--- src/rtl/palette_engine_if.sv ---
// palette_engine_if
//   CPU-side palette bus for palette_engine.
//   master : CPU / register block (drives writes and readback requests)
//   slave  : palette_engine (returns readback data)
//   Signals:
//     pal_we     palette write strobe
//     pal_waddr  palette write address {select, index}
//     pal_wdata  palette write data {R,G,B}
//     pal_raddr  readback address
//     pal_rd     readback strobe
//     pal_rdata  readback data {R,G,B}
//     pal_rvalid readback data valid
interface palette_engine_if #(
  parameter int SEL_W   = 5,
  parameter int IDX_W   = 3,
  parameter int COLOR_W = 4
);
  logic                         pal_we;
  logic [SEL_W+IDX_W-1:0]       pal_waddr;
  logic [3*COLOR_W-1:0]         pal_wdata;
  logic [SEL_W+IDX_W-1:0]       pal_raddr;
  logic                         pal_rd;
  logic [3*COLOR_W-1:0]         pal_rdata;
  logic                         pal_rvalid;

  modport master (
    output pal_we, pal_waddr, pal_wdata, pal_raddr, pal_rd,
    input  pal_rdata, pal_rvalid
  );

  modport slave (
    input  pal_we, pal_waddr, pal_wdata, pal_raddr, pal_rd,
    output pal_rdata, pal_rvalid
  );
endinterface

--- src/rtl/palette_engine.sv ---
// palette_engine
//   Pipelined palette lookup between frame-buffer read and HDMI encoder.
//   Pixel codes {select, index} index a CPU-writable palette RAM; a game
//   window shows palette colours, a text region to its left shows a fixed
//   foreground colour wherever the font row bit is set. A frame-synchronous
//   FSM fades the output in/out in 16 levels. Fixed latency of 2 cycles.
//
//   Optional feature macro: PALETTE_READBACK_EN (second RAM read port for
//   CPU readback; without it pal_rdata/pal_rvalid are tied to 0).
//
//   Ports:
//     axi_aclk     clock
//     axi_aresetn  asynchronous active-low reset
//     pixel        frame-buffer code {select, index}
//     DrawX/DrawY  current column/row
//     font_data    font-ROM row for the text region
//     vde          video data enable aligned with pixel
//     frame_start  one-cycle pulse at frame start
//     fade_cmd     00 none, 01 fade out, 10 fade in, 11 snap to full
//     fade_go      fade command strobe
//     pal_bus      palette write / readback bus (slave side)
//     Red/Green/Blue  colour outputs
//     vde_out      vde delayed to match RGB
//     fade_busy    high while a fade is in progress
module palette_engine #(
  parameter int SEL_W        = 5,
  parameter int IDX_W        = 3,
  parameter int COLOR_W      = 4,
  parameter int GAME_X_START = 160,
  parameter int GAME_X_END   = 479,
  parameter int TXT_X_END    = 159,
  parameter int TXT_Y_START  = 288,
  parameter int TXT_Y_END    = 479,
  parameter logic [3*COLOR_W-1:0] TXT_RGB = 12'h77A,
  parameter int FADE_FRAMES  = 2
) (
  input  logic                     axi_aclk,
  input  logic                     axi_aresetn,
  input  logic [SEL_W+IDX_W-1:0]   pixel,
  input  logic [9:0]               DrawX,
  input  logic [9:0]               DrawY,
  input  logic [7:0]               font_data,
  input  logic                     vde,
  input  logic                     frame_start,
  input  logic [1:0]               fade_cmd,
  input  logic                     fade_go,
  palette_engine_if.slave          pal_bus,
  output logic [COLOR_W-1:0]       Red,
  output logic [COLOR_W-1:0]       Green,
  output logic [COLOR_W-1:0]       Blue,
  output logic                     vde_out,
  output logic                     fade_busy
);

  localparam int PIXEL_W = SEL_W + IDX_W;
  localparam int RGB_W   = 3 * COLOR_W;
  localparam int DEPTH   = 1 << PIXEL_W;
  localparam int CNT_W   = (FADE_FRAMES > 1) ? $clog2(FADE_FRAMES) : 1;

  localparam logic [CNT_W-1:0] CNT_LAST = CNT_W'(FADE_FRAMES - 1);
  localparam logic [9:0] GXS = 10'(GAME_X_START);
  localparam logic [9:0] GXE = 10'(GAME_X_END);
  localparam logic [9:0] TXE = 10'(TXT_X_END);
  localparam logic [9:0] TYS = 10'(TXT_Y_START);
  localparam logic [9:0] TYE = 10'(TXT_Y_END);

  localparam logic [1:0] CMD_NONE = 2'b00;
  localparam logic [1:0] CMD_OUT  = 2'b01;
  localparam logic [1:0] CMD_IN   = 2'b10;

  typedef enum logic [1:0] {
    ST_IDLE = 2'd0,
    ST_OUT  = 2'd1,
    ST_IN   = 2'd2
  } fade_state_t;

  // c * (lvl+1) / 16, truncated; level 15 is identity, level 0 is black
  function automatic logic [COLOR_W-1:0] fade_scale(input logic [COLOR_W-1:0] c,
                                                    input logic [3:0] lvl);
    logic [COLOR_W+3:0] prod;
    prod = (COLOR_W+4)'(c) * (COLOR_W+4)'({1'b0, lvl} + 5'd1);
    return COLOR_W'(prod >> 4);
  endfunction

  logic [RGB_W-1:0]   pal_ram [DEPTH];
  logic [RGB_W-1:0]   pal_rgb_p1;
  logic [9:0]         x_p1;
  logic [9:0]         y_p1;
  logic [7:0]         font_p1;
  logic               vld_p1;

  logic [RGB_W-1:0]   rgb_sel;
  logic [COLOR_W-1:0] red_p2;
  logic [COLOR_W-1:0] green_p2;
  logic [COLOR_W-1:0] blue_p2;
  logic               vld_p2;

  fade_state_t        fade_state;
  logic [3:0]         fade_lvl;
  logic [CNT_W-1:0]   frame_cnt;
  logic               fade_busy_q;

  // ---- stage 1: palette RAM write/read, register pixel context ----
  // Read uses the pre-write contents, so a same-address write this cycle
  // is only seen by the next pixel.
  always_ff @(posedge axi_aclk) begin
    if (pal_bus.pal_we) begin
      pal_ram[pal_bus.pal_waddr] <= pal_bus.pal_wdata;
    end
    pal_rgb_p1 <= pal_ram[pixel];
    x_p1       <= DrawX;
    y_p1       <= DrawY;
    font_p1    <= font_data;
  end

  always_ff @(posedge axi_aclk or negedge axi_aresetn) begin
    if (!axi_aresetn) begin
      vld_p1 <= 1'b0;
    end else begin
      vld_p1 <= vde;
    end
  end

  // ---- stage 2: region select, text overlay, fade, output register ----
  always_comb begin
    rgb_sel = '0;
    if (vld_p1) begin
      if ((x_p1 >= GXS) && (x_p1 <= GXE)) begin
        rgb_sel = pal_rgb_p1;
      end else if ((x_p1 <= TXE) && (y_p1 >= TYS) && (y_p1 <= TYE) &&
                   font_p1[3'd7 - x_p1[3:1]]) begin
        rgb_sel = TXT_RGB;
      end
    end
  end

  always_ff @(posedge axi_aclk or negedge axi_aresetn) begin
    if (!axi_aresetn) begin
      red_p2   <= '0;
      green_p2 <= '0;
      blue_p2  <= '0;
      vld_p2   <= 1'b0;
    end else begin
      red_p2   <= fade_scale(rgb_sel[RGB_W-1 -: COLOR_W], fade_lvl);
      green_p2 <= fade_scale(rgb_sel[2*COLOR_W-1 -: COLOR_W], fade_lvl);
      blue_p2  <= fade_scale(rgb_sel[COLOR_W-1:0], fade_lvl);
      vld_p2   <= vld_p1;
    end
  end

  assign Red     = red_p2;
  assign Green   = green_p2;
  assign Blue    = blue_p2;
  assign vde_out = vld_p2;

  // ---- fade control: level only moves on frame_start, commands win ----
  always_ff @(posedge axi_aclk or negedge axi_aresetn) begin
    if (!axi_aresetn) begin
      fade_state  <= ST_IDLE;
      fade_lvl    <= 4'hF;
      frame_cnt   <= '0;
      fade_busy_q <= 1'b0;
    end else if (fade_go && (fade_cmd != CMD_NONE)) begin
      frame_cnt <= '0;
      case (fade_cmd)
        CMD_OUT: begin
          fade_state  <= ST_OUT;
          fade_busy_q <= 1'b1;
        end
        CMD_IN: begin
          fade_state  <= ST_IN;
          fade_busy_q <= 1'b1;
        end
        default: begin
          fade_state  <= ST_IDLE;
          fade_lvl    <= 4'hF;
          fade_busy_q <= 1'b0;
        end
      endcase
    end else if (frame_start) begin
      case (fade_state)
        ST_OUT: begin
          if (fade_lvl == 4'h0) begin
            fade_state  <= ST_IDLE;
            fade_busy_q <= 1'b0;
            frame_cnt   <= '0;
          end else if (frame_cnt == CNT_LAST) begin
            frame_cnt <= '0;
            fade_lvl  <= fade_lvl - 4'd1;
            if (fade_lvl == 4'h1) begin
              fade_state  <= ST_IDLE;
              fade_busy_q <= 1'b0;
            end
          end else begin
            frame_cnt <= frame_cnt + CNT_W'(1);
          end
        end
        ST_IN: begin
          if (fade_lvl == 4'hF) begin
            fade_state  <= ST_IDLE;
            fade_busy_q <= 1'b0;
            frame_cnt   <= '0;
          end else if (frame_cnt == CNT_LAST) begin
            frame_cnt <= '0;
            fade_lvl  <= fade_lvl + 4'd1;
            if (fade_lvl == 4'hE) begin
              fade_state  <= ST_IDLE;
              fade_busy_q <= 1'b0;
            end
          end else begin
            frame_cnt <= frame_cnt + CNT_W'(1);
          end
        end
        default: begin
        end
      endcase
    end
  end

  assign fade_busy = fade_busy_q;

`ifdef PALETTE_READBACK_EN
  logic [RGB_W-1:0] rb_data_p1;
  logic             rb_vld_p1;

  // ---- readback port: one-cycle registered read, pre-write contents ----
  always_ff @(posedge axi_aclk or negedge axi_aresetn) begin
    if (!axi_aresetn) begin
      rb_data_p1 <= '0;
      rb_vld_p1  <= 1'b0;
    end else begin
      rb_vld_p1 <= pal_bus.pal_rd;
      if (pal_bus.pal_rd) begin
        rb_data_p1 <= pal_ram[pal_bus.pal_raddr];
      end
    end
  end

  assign pal_bus.pal_rdata  = rb_data_p1;
  assign pal_bus.pal_rvalid = rb_vld_p1;
`else
  logic unused_rb;
  assign unused_rb          = ^{pal_bus.pal_raddr, pal_bus.pal_rd};
  assign pal_bus.pal_rdata  = '0;
  assign pal_bus.pal_rvalid = 1'b0;
`endif

endmodule

--- src/flat_wrapper.sv ---
// flat-port wrapper written by rule: the top's interface ports become plain ports
module palette_engine_flat 
#(
  parameter int SEL_W        = 5,
  parameter int IDX_W        = 3,
  parameter int COLOR_W      = 4,
  parameter int GAME_X_START = 160,
  parameter int GAME_X_END   = 479,
  parameter int TXT_X_END    = 159,
  parameter int TXT_Y_START  = 288,
  parameter int TXT_Y_END    = 479,
  parameter logic [3*COLOR_W-1:0] TXT_RGB = 12'h77A,
  parameter int FADE_FRAMES  = 2
)
  (axi_aclk, axi_aresetn, pixel, DrawX, DrawY, font_data, vde, frame_start, fade_cmd, fade_go, Red, Green, Blue, vde_out, fade_busy, pal_bus_pal_we, pal_bus_pal_waddr, pal_bus_pal_wdata, pal_bus_pal_raddr, pal_bus_pal_rd, pal_bus_pal_rdata, pal_bus_pal_rvalid);
  palette_engine_if #(.SEL_W(SEL_W), .IDX_W(IDX_W), .COLOR_W(COLOR_W)) pal_bus_i ();
  input  logic axi_aclk;
  input  logic axi_aresetn;
  input  logic [SEL_W+IDX_W-1:0] pixel;
  input  logic [9:0] DrawX;
  input  logic [9:0] DrawY;
  input  logic [7:0] font_data;
  input  logic vde;
  input  logic frame_start;
  input  logic [1:0] fade_cmd;
  input  logic fade_go;
  output logic [COLOR_W-1:0] Red;
  output logic [COLOR_W-1:0] Green;
  output logic [COLOR_W-1:0] Blue;
  output logic vde_out;
  output logic fade_busy;
  input wire logic [$bits(pal_bus_i.pal_we)-1:0] pal_bus_pal_we;
  input wire logic [$bits(pal_bus_i.pal_waddr)-1:0] pal_bus_pal_waddr;
  input wire logic [$bits(pal_bus_i.pal_wdata)-1:0] pal_bus_pal_wdata;
  input wire logic [$bits(pal_bus_i.pal_raddr)-1:0] pal_bus_pal_raddr;
  input wire logic [$bits(pal_bus_i.pal_rd)-1:0] pal_bus_pal_rd;
  output wire logic [$bits(pal_bus_i.pal_rdata)-1:0] pal_bus_pal_rdata;
  output wire logic [$bits(pal_bus_i.pal_rvalid)-1:0] pal_bus_pal_rvalid;
  assign pal_bus_i.pal_we = pal_bus_pal_we;
  assign pal_bus_i.pal_waddr = pal_bus_pal_waddr;
  assign pal_bus_i.pal_wdata = pal_bus_pal_wdata;
  assign pal_bus_i.pal_raddr = pal_bus_pal_raddr;
  assign pal_bus_i.pal_rd = pal_bus_pal_rd;
  assign pal_bus_pal_rdata = pal_bus_i.pal_rdata;
  assign pal_bus_pal_rvalid = pal_bus_i.pal_rvalid;
  palette_engine #(.SEL_W(SEL_W), .IDX_W(IDX_W), .COLOR_W(COLOR_W), .GAME_X_START(GAME_X_START), .GAME_X_END(GAME_X_END), .TXT_X_END(TXT_X_END), .TXT_Y_START(TXT_Y_START), .TXT_Y_END(TXT_Y_END), .TXT_RGB(TXT_RGB), .FADE_FRAMES(FADE_FRAMES)) u_core (.axi_aclk(axi_aclk), .axi_aresetn(axi_aresetn), .pixel(pixel), .DrawX(DrawX), .DrawY(DrawY), .font_data(font_data), .vde(vde), .frame_start(frame_start), .fade_cmd(fade_cmd), .fade_go(fade_go), .pal_bus(pal_bus_i), .Red(Red), .Green(Green), .Blue(Blue), .vde_out(vde_out), .fade_busy(fade_busy));
endmodule
--- config.mk ---
export PLATFORM = sky130hd
export DESIGN_NAME = palette_engine_flat
export DESIGN_NICKNAME = d
export VERILOG_FILES = /design/src/rtl/palette_engine_if.sv /design/src/rtl/palette_engine.sv /design/src/flat_wrapper.sv
export SDC_FILE = /design/constraint.sdc
export NUM_CORES = 2
export LEC_CHECK = 0
export BUFFER_PORTS_ARGS = -buffer_cell sky130_fd_sc_hd__buf_2
export CAP_MARGIN = 30
export CELL_PAD_IN_SITES_DETAIL_PLACEMENT = 1
export CELL_PAD_IN_SITES_GLOBAL_PLACEMENT = 1
export CORE_MARGIN = 1
export CORE_UTILIZATION = 55
export DETAILED_ROUTE_END_ITERATION = 8
export HOLD_SLACK_MARGIN = 0.1
export MAX_ROUTING_LAYER = met4
export PLACE_DENSITY_LB_ADDON = 0.1
export SLEW_MARGIN = 10
export SYNTH_ARGS = -nofsm -noshare
export SYNTH_HDL_FRONTEND = slang
export SYNTH_SLANG_ARGS = --single-unit
--- constraint.sdc ---
create_clock -name axi_aclk -period 10.41 [get_ports axi_aclk]
set_input_delay 1.5615 -clock axi_aclk [delete_from_list [all_inputs] [get_ports axi_aclk]]
set_output_delay 1.5615 -clock axi_aclk [all_outputs]
set_load 0.02 [all_outputs]
Word-level counts from Yosys, hierarchy flattened
Memory sizes are Yosys's and may differ from the RTL's. A register that Yosys moved wholly into a read port is not among the register bits.
Cells that the tools add are included.
{"block": "classes", "n_addsub": 5, "n_mul": 3, "n_lt_le_gt_ge": 6, "eq_ne": 16, "mux": 41, "n_reduce_logical": 13}
{"cell": "two-way mux 4 bit", "n": 7}
{"cell": "multiplier 4 x 8 -> 8 bit", "n": 3}
{"cell": "two-way mux 12 bit", "n": 2}
{"cell": "less-or-equal comparator 10 x 9 -> 1 bit (second input constant)", "n": 2}
{"cell": "two-way mux 1 bit", "n": 17}
{"cell": "two-way mux 2 bit", "n": 8}
{"cell": "!= test 4 x 1 -> 1 bit (second input constant)", "n": 4}
{"cell": "two-way mux 11 bit", "n": 1}
{"cell": "greater-or-equal comparator 10 x 8 -> 1 bit (second input constant)", "n": 1}
{"cell": "greater-or-equal comparator 10 x 9 -> 1 bit (second input constant)", "n": 1}
{"cell": "less-or-equal comparator 10 x 8 -> 1 bit (second input constant)", "n": 1}
{"cell": "== test 4 bit (second input constant)", "n": 2}
{"cell": "case mux 2 bit (2 select lines)", "n": 2}
{"cell": "case mux 4 bit (2 select lines)", "n": 1}
{"cell": "AND reduction 7 bit", "n": 1}
{"cell": "!= test 3 x 1 -> 1 bit (second input constant)", "n": 2}
{"cell": "!= test 3 x 2 -> 1 bit (second input constant)", "n": 2}
{"cell": "AND reduction 6 bit", "n": 1}
{"cell": "adder 4 x 1 -> 5 bit (second input constant)", "n": 1}
{"cell": "logical AND 1 bit", "n": 5}
{"cell": "adder 4 x 1 -> 4 bit (second input constant)", "n": 1}
{"cell": "== test 2 x 1 -> 1 bit (second input constant)", "n": 2}
{"cell": "== test 2 bit (second input constant)", "n": 2}
{"cell": "== test 4 x 1 -> 1 bit (second input constant)", "n": 1}
{"cell": "other kinds (12)", "n": 14}
{"block": "totals", "ff_bits": 50, "mem_bits_rw": 3072, "in_bits": 73, "output_inout_bits": 27, "elab_cells": 97, "n_memories": 1}
{"name": "u_core.pal_ram", "words": 256, "width": 12, "read_ports": 1, "rd_ports_with_merged_regs": 1, "write_ports": 1, "line": "palette_engine.sv:85", "text": "logic [RGB_W-1:0] pal_ram [DEPTH];"}

Longest topological paths before layout
{"block": "depth", "word_depth": 8, "depth_mapped": 16, "ltp_nobuf": 15}

Worst setup path after synthesis
Ideal clock, no wire load.
{"block": "synth_path", "path_type": "flip-flop to flip-flop", "from": "reg u_core.x_p1[7]", "to": "reg u_core.blue_p2[3] (netlist: u_core.Blue[3])", "arrival_time_ns": 3.931, "t_required_ns": 10.285, "setup_slack_ns": 6.354, "path_stages_with_launch": 15, "path_buffers": 1, "period_less_slack_ns": 4.056, "cell_sequence": "dfxtp_1 > and4_1 > a2111oi_2 > clkbuf_1 > a21oi_1 > or2_2 > fa_1 > fa_1 > inv_1 > ha_1 > and3_1 > a311o_1 > o221ai_1 > o21ai_0 > xnor2_1"}
{"block": "synth_via", "elab_chain_len": 8}
{"element": "start, declared", "line": "palette_engine.sv:87", "text": "logic [9:0] x_p1;"}
{"element": "start signal, assigned", "line": "palette_engine.sv:111", "text": "x_p1 <= DrawX;"}
{"element": "less-or-equal comparator 10 x 8 -> 1 bit", "line": "palette_engine.sv:130", "text": "end else if ((x_p1 <= TXE) && (y_p1 >= TYS) && (y_p1 <= TYE) &&"}
{"element": "logical AND 1 bit (3 in series)", "line": "palette_engine.sv:130"}
{"element": "two-way mux 11 bit", "line": "palette_engine.sv:130"}
{"element": "two-way mux 12 bit (*)", "line": "palette_engine.sv:128", "text": "if ((x_p1 >= GXS) && (x_p1 <= GXE)) begin"}
{"element": "two-way mux 12 bit (*)", "line": "palette_engine.sv:127", "text": "if (vld_p1) begin"}
{"element": "multiplier 4 x 8 -> 8 bit (*)", "line": "palette_engine.sv:81", "text": "prod = (COLOR_W+4)'(c) * (COLOR_W+4)'({1'b0, lvl} + 5'd1);"}
{"element": "end signal, assigned", "line": "palette_engine.sv:146", "text": "blue_p2 <= fade_scale(rgb_sel[COLOR_W-1:0], fade_lvl);"}
{"element": "end, declared", "line": "palette_engine.sv:95", "text": "logic [COLOR_W-1:0] blue_p2;"}
Mark *: on every way between the ends. The rest lies on a longest branch, timed or not.
A chain may end at the register's enable or synchronous reset.

==> impl_metrics.yaml <==
outcome:
  status: "completed"
clocking:
  clock_sinks: 3127
  cts_tree: "yes"
  cts_setup_buffers: 0
  clk_pin_slew_ps: 60
  clk_latency_ps: 960
  cts_buffers: 329
  htreeDepth: 5
  hold_buffers: 0
  cts_max_path_buffers: 4
  cts_resized: 0
  cts_root_buffer: "clkbuf_16"
timing:
  period_needed_ps: 5077
  max_freq_mhz: 197.0
  worstMarginPinSlew_ps: 1193
  finalSetupTns_ps: 0
  hold_viol_final: 0
  setup_violations: 0
  rsz0062_at_grt: "false"
  slew_violations: 0
  slew_headroom_pct: 20.45
  min_period_over_period_pct: 48.77
  fin_skew_ps: 51.09
yosys:
  synth_edf_count: 3072
  netlist_instances: 5500
  yosysTopAreaCell: "edfxtp_1"
  syn_area_sq_um: 121200
  async_flop_share_pct: 0.7035
  ys_seq_elements: 3127
  post-synth-top-area-fraction_pct: 76.11
  post-synth-top-count-cell: "edfxtp_1"
  ys_top_cells_by_count: "3,072 x edfxtp_1, 795 x mux4_2, 308 x nor2_1, 155 x clkbuf_1, 144 x mux2i_1"
  yosysUniqueCellTypes: 62
  ys.flop_type: "edfxtp_1"
  syn_avg_cell_area_sq_um: 22.04
  synth.area.top_cells: "edfxtp_1 76%, mux4_2 15%, mux2i_1 1.2%, nor2_1 0.95%, a22oi_1 0.76%"
  synth_seq_area_share_pct: 77.11
  yosys_warnings: 0
detailed_routing:
  drtIter0Drc: 6917
  firstDrtPassIters: 5
  wire_per_inst_microns: 34.20
  vias: 59130
  totalWireLength_microns: 308700
  drcViolationCount: 0
  via_per_inst: 6.549
  antenna_left: 0
grt:
  grt_pass1_vias: 61070
  grt_pass1_wl_microns: 441100
  grt_max_degree: 124
  antenna_found_initial: 21
  grt_use_total_pct: 28.80
  overflow: 0
run:
  cap_violations: 0
floorplan:
  start_util_pct: 55.59
  core_area_sq_um: 218000
  io_pins: 100
  fp.dieH_microns: 471.4
  dieArea_sq_um: 222300
  die_w_microns: 471.4
  rows: 171
pwr:
  vdd_ir_drop_max_mv: 0.2051
  power.density_nw_per_um2: 192.9
  p_leak_nw: 43.46
  total_power_mw: 26.38
setup_path:
  crit_fanout: 59
  path_class: "in -> reg"
  cp_data_arrival_time_ps: 5920
  cp-end-kind: "flip-flop"
  required_ps: 11260
  start_kind: "input port"
final_layout:
  areaGrowthSynthToFinish_pct: 12.84
  fin_nets: 6049
  layout-drive-gt1-share_pct: 27.55
place:
  portBuffers: 70
  gp_congestion: 0.8170
  dp_hpwl_microns: 185600
worst_hold_path:
  hp-class: "reg -> reg"
## worst max-delay path, cell delays in order
cell and delay (ps):
buf_8 560, buf_4 710, mux4_2 590, mux2_2 310
a221oi_1 980, or4_1 240, o221ai_1 470, and3b_1 380
## per-layer routing
metal,wire (microns),track usage [%],vias to the layer above
li1,-,-,24010
met1,128200,40.85,32180
met2,150700,44.78,2456
met3,21300,3.721,484
met4,8484,7.756,0
met5,0,-,-
## flip-flops by register name, summed over array words and instances, names as in the netlist, 5 cells and up
register	count
u_core.pal_ram	3072
u_core.pal_rgb_p1	12
u_core.font_p1	8
u_core.x_p1	8
u_core.y_p1	5
## layout make-up
class	count	area [sq um]
flip-flops and latches	3127	93460
fillers	17430	81250
multi-input cells	2019	26100
clock buffers	408	8635
well taps	2854	3571
repair buffers	418	3541
clock inverters	160	1308
inverters	32	120.1
diodes	10	25.02
## per-stage QoR
step	utilization [%]	area [sq um]	setup slack, ps	std cells	hold slack, ps
floorplan	-	121200	6354	5512	353.7
global route	62.72	136700	5130	9021	418.1
detailed placement	58.04	126500	4333	8437	368.4
finish	62.73	136800	5333	9028	391.4
global placement	57.77	126000	4355	8376	361.9
CTS	62.60	136500	5343	9005	388.4
## placed cells by master (no fill, tap or decap), drive strengths merged, types with 18 or more instances in the layout
cell type	synthesis	final
mux4	795	795
clkinv	1	123
nor3	27	27
nor2b	24	24
nand4	26	26
dfrtp	18	18
a22oi	123	123
a31oi	28	28
dfxtp	33	33
bufinv	0	21
o22ai	24	24
nand2	80	80
buf	179	417
clkbuf	155	409
mux2i	144	144
nor2	308	308
nand3	70	70
a21oi	63	63
edfxtp	3072	3072
o221ai	44	44
mux2	20	20
ha	34	34
inv	31	38
## logic make-up after synthesis
logic type	share of synthesized area, %
flops	77.11
mux	16.15
simple gates	2.233
compound gates	2.265
buf+inv	1.494
fa+ha+maj	0.5988
xor+xnor	0.1445
other cells	0.003094
## final timing paths
path	start	end	cells after the start	slack [ps]
worst min-delay path	u_core.vld_p1	u_core.vde_out	0	390
worst max-delay path	pixel[0]	u_core.pal_rgb_p1[0]	8	5330
max in group asynchronous	axi_aresetn	u_core.fade_lvl[2]	1	9430
worst max register to register	u_core.vld_p1	u_core.Blue[3]	14	5980
worst min register to register	u_core.vld_p1	u_core.vde_out	0	390
min in group asynchronous	axi_aresetn	u_core.Blue[3]	1	600
## power breakdown
part           internal [mW]  switching (mW)  leakage (nW)
registers               13.9          0.0398          28.2
clock network           6.38            4.68          4.85
logic                  0.492           0.915          10.4
total                   20.7            5.64          43.5
Note: power is estimated with default switching activity, not from simulation.
